### config.mk
export PLATFORM = sky130hd
export DESIGN_NAME = fp_normalize16_pipe
export DESIGN_NICKNAME = d
export VERILOG_FILES = /design/src/rtl/fp_normalize16_pipe_pkg.sv /design/src/rtl/fp_normalize16_pipe_cntlz24.sv /design/src/rtl/fp_normalize16_pipe.sv
export SDC_FILE = /design/constraint.sdc
export NUM_CORES = 1
export LEC_CHECK = 0
export ABC_CLOCK_PERIOD_IN_PS = 5800
export CORE_MARGIN = 2
export CORE_UTILIZATION = 65
export DETAILED_ROUTE_END_ITERATION = 8
export DONT_BUFFER_PORTS = 1
export PLACE_DENSITY = 0.77
export SLEW_MARGIN = 20
export SYNTH_ARGS = -nofsm -noshare
export SYNTH_HDL_FRONTEND = slang
export SYNTH_SLANG_ARGS = --single-unit
export TNS_END_PERCENT = 5
### constraint.sdc
create_clock -name clk -period 5.8 [get_ports clk]
set_clock_uncertainty 0.05 [all_clocks]
set_input_delay 1.45 -clock clk [delete_from_list [all_inputs] [get_ports clk]]
set_output_delay 1.45 -clock clk [all_outputs]
set_load 0.1 [all_outputs]
### src/rtl/fp_normalize16_pipe_pkg.sv
// Shared FP16 normalizer types and constants: the FP16N output word,
// the FP16U unpacked operand, and the exponent-field limits.
package fp16Pkg;

  localparam int unsigned EMSB = 4;
  localparam int unsigned FMSB = 12;
  localparam int          BIAS = 15;

  localparam logic [EMSB:0] EXP_MAX  = 5'(2 * BIAS + 1);
  localparam logic [FMSB:0] QNAN_SIG = 13'h0800;

  typedef struct packed {
    logic            sign;
    logic [EMSB:0]   exp;
    logic [FMSB:0]   sig;
  } FP16N;

  typedef struct packed {
    logic        sign;
    logic [7:0]  exp;
    logic [23:0] sig;
    logic        nan;
  } FP16U;

endpackage

### src/rtl/fp_normalize16_pipe_cntlz24.sv
// Combinational leading-zero counter over 24 bits; an all-zero word reports 23
// so callers that force bit 0 high never see an out-of-range count.
module cntlz24 (
  input  logic [23:0] a,
  output logic [4:0]  lz
);

  logic found;

  always_comb begin
    lz    = 5'd23;
    found = 1'b0;
    for (int i = 23; i >= 0; i--) begin
      if (!found && a[i]) begin
        lz    = 5'(23 - i);
        found = 1'b1;
      end
    end
  end

endmodule

### src/rtl/fp_normalize16_pipe.sv
// Three-stage FP16 normalizer: leading-zero count, sticky-preserving shift,
// then exponent adjust / special-case mapping into the FP16N result word.
module fp_normalize16_pipe
  import fp16Pkg::*;
#(
  parameter int unsigned SIG_W = 24
) (
  input  logic             clk,
  input  logic             rst,
  input  logic             in_valid,
  output logic             in_ready,
  input  logic             in_sign,
  input  logic [7:0]       in_exp,
  input  logic [SIG_W-1:0] in_sig,
  input  logic             in_nan,
  output logic             out_valid,
  input  logic             out_ready,
  output logic [18:0]      o
);

  localparam int unsigned WIDE_W = 2 * SIG_W - 1;
  localparam logic signed [9:0] EXP_OVF = 10'(2 * BIAS + 1);

  logic adv;
  assign adv      = !out_valid || out_ready;
  assign in_ready = adv;

  // ---------------- S1: classify and count leading zeros ----------------
  FP16U       in_op;
  logic [4:0] lz_c;

  assign in_op = '{sign: in_sign, exp: in_exp, sig: in_sig, nan: in_nan};

  cntlz24 u_cntlz (
    .a  ({in_sig[SIG_W-2:0], 1'b1}),
    .lz (lz_c)
  );

  logic       v1;
  FP16U       s1_op;
  logic [4:0] s1_lz;
  logic       s1_zero;
  logic       s1_carry;

  always_ff @(posedge clk or posedge rst) begin
    if (rst) begin
      v1       <= 1'b0;
      s1_op    <= '0;
      s1_lz    <= '0;
      s1_zero  <= 1'b0;
      s1_carry <= 1'b0;
    end else if (adv) begin
      v1 <= in_valid;
      if (in_valid) begin
        s1_op    <= in_op;
        s1_lz    <= lz_c;
        s1_zero  <= (in_sig == '0);
        s1_carry <= in_sig[SIG_W-1];
      end
    end
  end

  // ---------------- S2: align significand, collect sticky ----------------
  logic signed [9:0] e_ext;
  logic signed [9:0] d_c;
  logic [4:0]        rsh_c;
  logic [4:0]        lsh_c;
  logic [WIDE_W-1:0] wide_c;
  logic signed [9:0] exp2_c;
  logic [2*SIG_W-1:0] frame;

  assign e_ext = $signed({{2{s1_op.exp[7]}}, s1_op.exp});
  assign d_c   = e_ext - $signed({5'b0, s1_lz});
  assign rsh_c = (e_ext < -10'sd23) ? 5'd24 : 5'(10'sd1 - e_ext);
  assign lsh_c = 5'(e_ext - 10'sd1);
  assign frame = {s1_op.sig, {SIG_W{1'b0}}};

  // Carry is only taken when the bumped exponent stays normal; a negative
  // exponent with carry falls into the subnormal right shift instead.
  always_comb begin
    wide_c = '0;
    exp2_c = '0;
    if (s1_carry && !s1_op.exp[7]) begin
      wide_c = WIDE_W'(frame >> 1);
      exp2_c = e_ext + 10'sd1;
    end else if (e_ext < 10'sd1) begin
      wide_c = WIDE_W'(frame >> rsh_c);
    end else if (d_c >= 10'sd1) begin
      wide_c = WIDE_W'(frame << s1_lz);
      exp2_c = d_c;
    end else begin
      wide_c = WIDE_W'(frame << lsh_c);
    end
  end

  logic              v2;
  logic              s2_sign;
  logic              s2_nan;
  logic              s2_zero;
  logic signed [9:0] s2_exp;
  logic [22:0]       s2_sig;
  logic              s2_sticky;

  always_ff @(posedge clk or posedge rst) begin
    if (rst) begin
      v2        <= 1'b0;
      s2_sign   <= 1'b0;
      s2_nan    <= 1'b0;
      s2_zero   <= 1'b0;
      s2_exp    <= '0;
      s2_sig    <= '0;
      s2_sticky <= 1'b0;
    end else if (adv) begin
      v2 <= v1;
      if (v1) begin
        s2_sign   <= s1_op.sign;
        s2_nan    <= s1_op.nan;
        s2_zero   <= s1_zero;
        s2_exp    <= exp2_c;
        s2_sig    <= wide_c[WIDE_W-1:SIG_W];
        s2_sticky <= |wide_c[SIG_W-1:0];
      end
    end
  end

  // ---------------- S3: specials, overflow, field select ----------------
  FP16N o_c;
  FP16N o_q;

  always_comb begin
    o_c = '0;
    if (s2_nan) begin
      o_c.exp = EXP_MAX;
      o_c.sig = QNAN_SIG;
    end else if (s2_zero) begin
      o_c.sign = s2_sign;
    end else if (s2_exp >= EXP_OVF) begin
      o_c.sign = s2_sign;
      o_c.exp  = EXP_MAX;
    end else begin
      o_c.sign   = s2_sign;
      o_c.exp    = 5'(s2_exp);
      o_c.sig    = s2_sig[22:10];
      o_c.sig[0] = s2_sig[10] | s2_sticky | (|s2_sig[9:0]);
    end
  end

  always_ff @(posedge clk or posedge rst) begin
    if (rst) begin
      out_valid <= 1'b0;
      o_q       <= '0;
    end else if (adv) begin
      out_valid <= v2;
      if (v2) begin
        o_q <= o_c;
      end
    end
  end

  assign o = o_q;

endmodule

==> results of run 1 <==
-- worst max path at each step --
stage	to	slack, ns	depth (start not counted)
2_1_floorplan	e_ext[0]$_DFFE_PP0P_	1.74	1
3_3_place_gp	s2_sig[11]$_DFFE_PP0P_	1.03	14
3_5_place_dp	s2_sig[11]$_DFFE_PP0P_	0.87	14
4_1_cts	s2_sig[11]$_DFFE_PP0P_	0.79	14
5_1_grt	s2_sig[9]$_DFFE_PP0P_	0.37	14
6_report	s2_sig[11]$_DFFE_PP0P_	0.63	14
-- Yosys cell counts (13+ instances only) --
master      n
nand2b_1   14
a211oi_1   20
a22o_1     14
clkbuf_1   71
o211ai_1   13
a21oi_1    85
a221oi_1   15
mux2_2     54
a31oi_1    22
nand2_1   116
dfrtp_1    98
nor2_1    121
nor3_1     55
inv_1      29
mux2i_1    33
buf_2      25
o22ai_1    19
a22oi_1    16
nand3_1    46
o21ai_0    84
nor4_1     18
-- final cells by class --
cell class | instances | area share [%]
clock buffers | 10 | 2.62
clock inverters | 6 | 0.630
inverters | 31 | 1.30
multi-input cells | 931 | 64.3
diodes | 1 | 0.0274
flip-flops and latches | 98 | 26.9
repair buffers | 22 | 1.81
well taps | 176 | 2.41
-- stage by stage --
stage | total power [mW] | std cells
after floorplan | 4.10 | 1169
after global placement | 5.00 | 1258
after detailed placement | 5.02 | 1258
after CTS | 5.64 | 1274
after global routing | 6.10 | 1274
final | 5.85 | 1275
-- critical path: stages, from the launching register on --
cell,delay [ns]
dfrtp_2,0.40
inv_1,0.38
ha_1,0.31
inv_1,0.07
fa_1,0.44
a211o_1,0.34
a21oi_1,0.32
a211o_1,0.62
nand2_1,0.19
o21ai_4,0.28
or2_1,0.75
a211oi_2,0.20
nor3_1,0.40
a221oi_1,0.16
a21oi_1,0.16
-- sequential cells by signal, summed over array words and instances, names as in the netlist, 2 cells and up --
register  count
frame        24
s2_sig       23
o            19
s2_exp        9
e_ext         8
s1_lz         5
s1_op         2
-- metal layers --
| layer | part of all wire, % | track usage, % | up-vias |
|---|---|---|---|
| met2 | 42 | 65.4 | 879 |
| met3 | 15 | 14.8 | 189 |
| met5 | 0.082 | 0 | - |
| li1 | - | - | 4206 |
| met4 | 6.6 | 28.5 | 2 |
| met1 | 37 | 58.6 | 4502 |
-- power breakdown --
group          switching [mW]  internal (mW)  leakage, nW
clock network           0.308          0.313        0.141
logic                    2.26           1.18         2.23
registers               0.874          0.907         1.20
-- cells by family (layout without fill, tap and decap cells) --
| logic type | Yosys count | after routing |
|---|---|---|
| DFF | 98 | 98 |
| xor gates and xnor gates | 11 | 11 |
| muxes | 89 | 89 |
| AOI/OAI and AO/OA | 389 | 389 |
| adders and majority gates | 10 | 10 |
| other | 0 | 1 |
| buffers and inverters | 140 | 69 |
| and+or+nand+nor | 432 | 432 |
==> results.toml, run 1 <==
[outcome]
outcome = "completed"

[synth]
synth.area.mux_share_pct = 10.9
synth_top_area_cell = "dfrtp_1"
async_flop_share_pct = 100
synth_area_sq_um = 8880
yosys-top-cells-area = "dfrtp_1 (28%), mux2_2 (6.8%), nor2_1 (5.1%)"
seq_area_frac_synth_pct = 27.6
yosys.area_share.adder_pct = 1.49
avgSynthCellArea_sq_um = 7.60
synth_compound_area_share_pct = 29.7
yosys.area_share.simple_pct = 22.7
synth_enable_flop_cells = 0
synth_top_family_by_area = "compound AO/OA/AOI/OAI gates"
ys_warn_count = 0
syn_nets = 1217
synth-xor-area-share_pct = 1.08
netlist_instances = 1169
ys_types = 87
yosys.area.top_type_share_pct = 27.6
synth_ff_type = "dfrtp_1"
ys_ff_latch = 98

[sta]
setup_viol = 0
worst_pin_slew_ns = 1.03
fin_setup_tns_ns = 0
setup_ws_ns = 0.635
timing.fmax_mhz = 194
layout_min_cycle_time_ns = 5.17
relSlewSlack_pct = 30.8
whs_ns = 0.434
slew_violations = 0
finalHoldViolations = 0
post-route-period-util_pct = 89.1
rsz0062_at_grt = "false"

[worst_hold_path]
min_from = "s2_exp[8]$_DFFE_PP0P_"
holdPathEnd = "s2_exp[8]$_DFFE_PP0P_"
min_delay_path_depth = 1
worstHoldPathType = "flip-flop to flip-flop"

[cells_and_area]
final_util_pct = 68.7
fill_cells = 1147
final_common_cell = "nor2_1"
multi_input_area_sq_um = 5880
final_cell_mix = "nor2_1 (121), nand2_1 (115), dfrtp_1 (97), a21oi_1 (85), o21ai_0 (84)"
drive_gt1_share_pct = 11.7
ff_latch_area_sq_um = 2450
stdcell_area_sq_um = 9130
syn2layout_area_growth_pct = 2.86
fin_nets = 1141

[clock_network]
clockBufferDepth = 2
cts-htree-levels = 3
cts_hold_buf = 0
cts_sinks = 98
cts_tree = "built"
post_cts_buffers = 0
cts_inserted_buffers = 9
root_buffer = "clkbuf_16"
clkTransAtPathRegs_ns = 0.07
cts-resized-gates = 0
clk_latency_ns = 0.38

[power]
ir_drop_mv = 0.339
power.leakage_nw = 3.57
pwr_density_cell_nw_per_um2 = 640

[floorplanning]
fp.coreArea_sq_um = 13300
initial_core_util_pct = 66.8
dieArea_sq_um = 14600
die_x_um = 121
die_h_um = 121
rows = 42
num_io_pins = 59

[critical_path]
cp-end-kind = "flip-flop"
r2r-end = "s2_sig[11]$_DFFE_PP0P_"
crit_type = "flip-flop to flip-flop"
required_ns = 6.04
rrSetupSlack_ns = 0.63
path_max_fanout = 25
reg2reg_depth = 14
worstSetupStartpointType = "flip-flop"
arrival_ns = 5.41
startpoint = "e_ext[0]$_DFFE_PP0P_"
reg2reg_from = "e_ext[0]$_DFFE_PP0P_"

[global_route]
antenna_found_initial = 1
grt_start_max_net_pins = 54
grtUsageTotal_pct = 45.4
grt_pass1_wl_um = 50600
gr-total-overflow = 0
first_global_vias = 9059

[flow_run]
cap_violations = 0

[drt]
detailedRoute.firstIterationViolations = 1523
ant_nets = 0
first_pass_iters = 6
wl_per_cell_um = 25.9
drc = 0
wl_um = 33000
drt-vias-per-instance = 7.67
num_vias = 9778

[place]
numPortBuffers = 0
dp_slack_ns = 0.875
gp_congestion = 1.07
dp_hpwl_um = 23600
dpl_cell_area_sq_um = 8830
(Power assumes the default switching activity.)
==> run 2, diff against run 1 <==
--- a/config.mk
+++ b/config.mk
@@ -6,7 +6,7 @@
 export NUM_CORES = 1
 export LEC_CHECK = 0
 export ABC_CLOCK_PERIOD_IN_PS = 5800
-export CORE_MARGIN = 2
+export CORE_MARGIN = 4
 export CORE_UTILIZATION = 65
 export DETAILED_ROUTE_END_ITERATION = 8
 export DONT_BUFFER_PORTS = 1
==> run 2 against run 1 <==
Net effect:
- via count grew 0.64%
- flip-flop and latch count is the same
- highest routed layer is now met4
- global-route usage shrank 1.9 points
- wire length grew 3.5%
- total power grew 1.6%
- clock power grew 7.4%
- critical path type unchanged
==> results.toml, run 2 (synthesis gave the netlist of run 1 again) <==
[critical_path]
required_ns = 6.01
arrival_ns = 5.15
worstSetupStartpointType = "flip-flop"
path_max_fanout = 25
cp_slowest_cell = "or2_1"
path_cells = "inv_1 -> buf_4 -> ha_1 -> inv_1 -> fa_1 -> a211o_1 -> a21oi_1 -> a211o_1 -> nand2_1 -> o21ai_4 -> or2_1 -> a211oi_1 -> a211oi_1 -> nor3_1 -> o32ai_1"
reg2reg_from = "e_ext[0]$_DFFE_PP0P_"
startpoint = "e_ext[0]$_DFFE_PP0P_"
cp-end-kind = "flip-flop"
max_stage_delay_ns = 0.74
crit_type = "flip-flop to flip-flop"
r2r-end = "s2_sig[19]$_DFFE_PP0P_"
reg2reg_depth = 15
rrSetupSlack_ns = 0.86

[drt]
num_vias = 9841
drc = 0
wl_per_cell_um = 26.8
detailedRoute.firstIterationViolations = 1905
wl_um = 34100
ant_nets = 0
first_pass_iters = 7
drt-vias-per-instance = 7.72

[floorplanning]
num_io_pins = 59
dieArea_sq_um = 15600
initial_core_util_pct = 66.8
rows = 42
fp.coreArea_sq_um = 13300
die_x_um = 125
die_h_um = 125

[cells_and_area]
antenna_cells = 0
final_common_cell = "nor2_1"
syn2layout_area_growth_pct = 3.18
stdcell_area_sq_um = 9160
fin_nets = 1142
largest_reg_flops = 24
drive_gt1_share_pct = 11.8
final_cell_mix = "nor2_1 (121), nand2_1 (115), dfrtp_1 (97), a21oi_1 (85), o21ai_0 (84)"

[worst_hold_path]
min_delay_path_depth = 2
worstHoldPathType = "flip-flop to flip-flop"
holdPathEnd = "s2_sign$_DFFE_PP0P_"
min_from = "s1_op[33]$_DFFE_PP0P_"

[global_route]
grt_pass1_wl_um = 53700
gr-total-overflow = 0
grtUsageTotal_pct = 43.5
antenna_found_initial = 0
first_global_vias = 9420
grt_start_max_net_pins = 56

[power]
p_seq_share_pct = 30.1
pwr-share-comb_pct = 58.7
pwr_density_cell_nw_per_um2 = 649
p_switching_mw = 3.49
power_frac_clock_pct = 11.2
p_int_mw = 2.45
power.leakage_nw = 3.59
ir_drop_mv = 0.293
sw_frac_of_total_pct = 58.8

[clock_network]
cts_inserted_buffers = 9
cts_tree = "built"
clkTransAtPathRegs_ns = 0.08
cts_sinks = 98
cts-htree-levels = 3
post_cts_buffers = 0
clockBufferDepth = 2
clk_latency_ns = 0.37
cts_hold_buf = 0
root_buffer = "clkbuf_16"
cts-resized-gates = 0

[sta]
fin_setup_tns_ns = 0
layout_min_cycle_time_ns = 4.94
timing.fmax_mhz = 203
setup_ws_ns = 0.864
rsz0062_at_grt = "false"
relSlewSlack_pct = 38.2
slew_violations = 0
finalHoldViolations = 0
worst_pin_slew_ns = 0.928
post-route-period-util_pct = 85.1
setup_viol = 0

[outcome]
outcome = "completed"

[place]
dp_hpwl_um = 24300
dpl_cell_area_sq_um = 8830
dp_slack_ns = 1.03
numPortBuffers = 0
gp_congestion = 1.06

[flow_run]
cap_violations = 0
## run 2: worst max-delay path, delay by kind of cell, from the launching register on
family / cells / cell delay (ns)
adders and majority gates: 2 / 0.67
and+or+nand+nor: 3 / 1.04
AOI/OAI and AO/OA: 7 / 2.32
buffers and inverters: 3 / 0.35
DFF: 1 / 0.40
## run 2: power groups by stage
stage	clock network [mW]	registers [mW]	logic, mW
3_3_place_gp	0	1.75	3.28
3_5_place_dp	0	1.76	3.29
5_1_grt	0.697	1.79	3.73
2_1_floorplan	0	1.47	2.63
6_report	0.667	1.79	3.49
4_1_cts	0.665	1.75	3.31
## run 2: worst max-delay path by stage
stage                                   endpoint  slack [ns]  depth (start not counted)
after global routing      s2_sig[19]$_DFFE_PP0P_        0.55                         14
after floorplan             e_ext[0]$_DFFE_PP0P_        1.74                          1
final                     s2_sig[19]$_DFFE_PP0P_        0.86                         15
after CTS                 s2_sig[19]$_DFFE_PP0P_        1.01                         15
after global placement    s2_sig[19]$_DFFE_PP0P_        1.19                         12
after detailed placement  s2_sig[19]$_DFFE_PP0P_        1.03                         12
## run 2: cell type report
type	count	area [sq um]
clock buffer	10	239
clock inverter	6	81.3
fill	1132	4130
inverter	31	119
multi-input combinational	931	5880
sequential	98	2450
tap	176	220
timing repair buffer	23	173
## run 2: metrics by stage
stage               std cells  utilization, %  power, mW  hold slack [ns]
floorplan                1169               -       4.10            0.383
global placement         1259            66.4       5.03            0.391
detailed placement       1259            66.4       5.05            0.396
CTS                      1275            68.9       5.72            0.414
global route             1275            68.9       6.22            0.438
finish                   1275            68.9       5.94            0.415
## run 2: routing by layer
layer  global-route usage (%)  wire length, um  up-vias
met5                        0                0        -
met4                     25.6             2430        0
met3                     13.7             5100      225
met2                     63.7            14100      894
met1                     56.4            12400     4520
li1                         -                -     4202
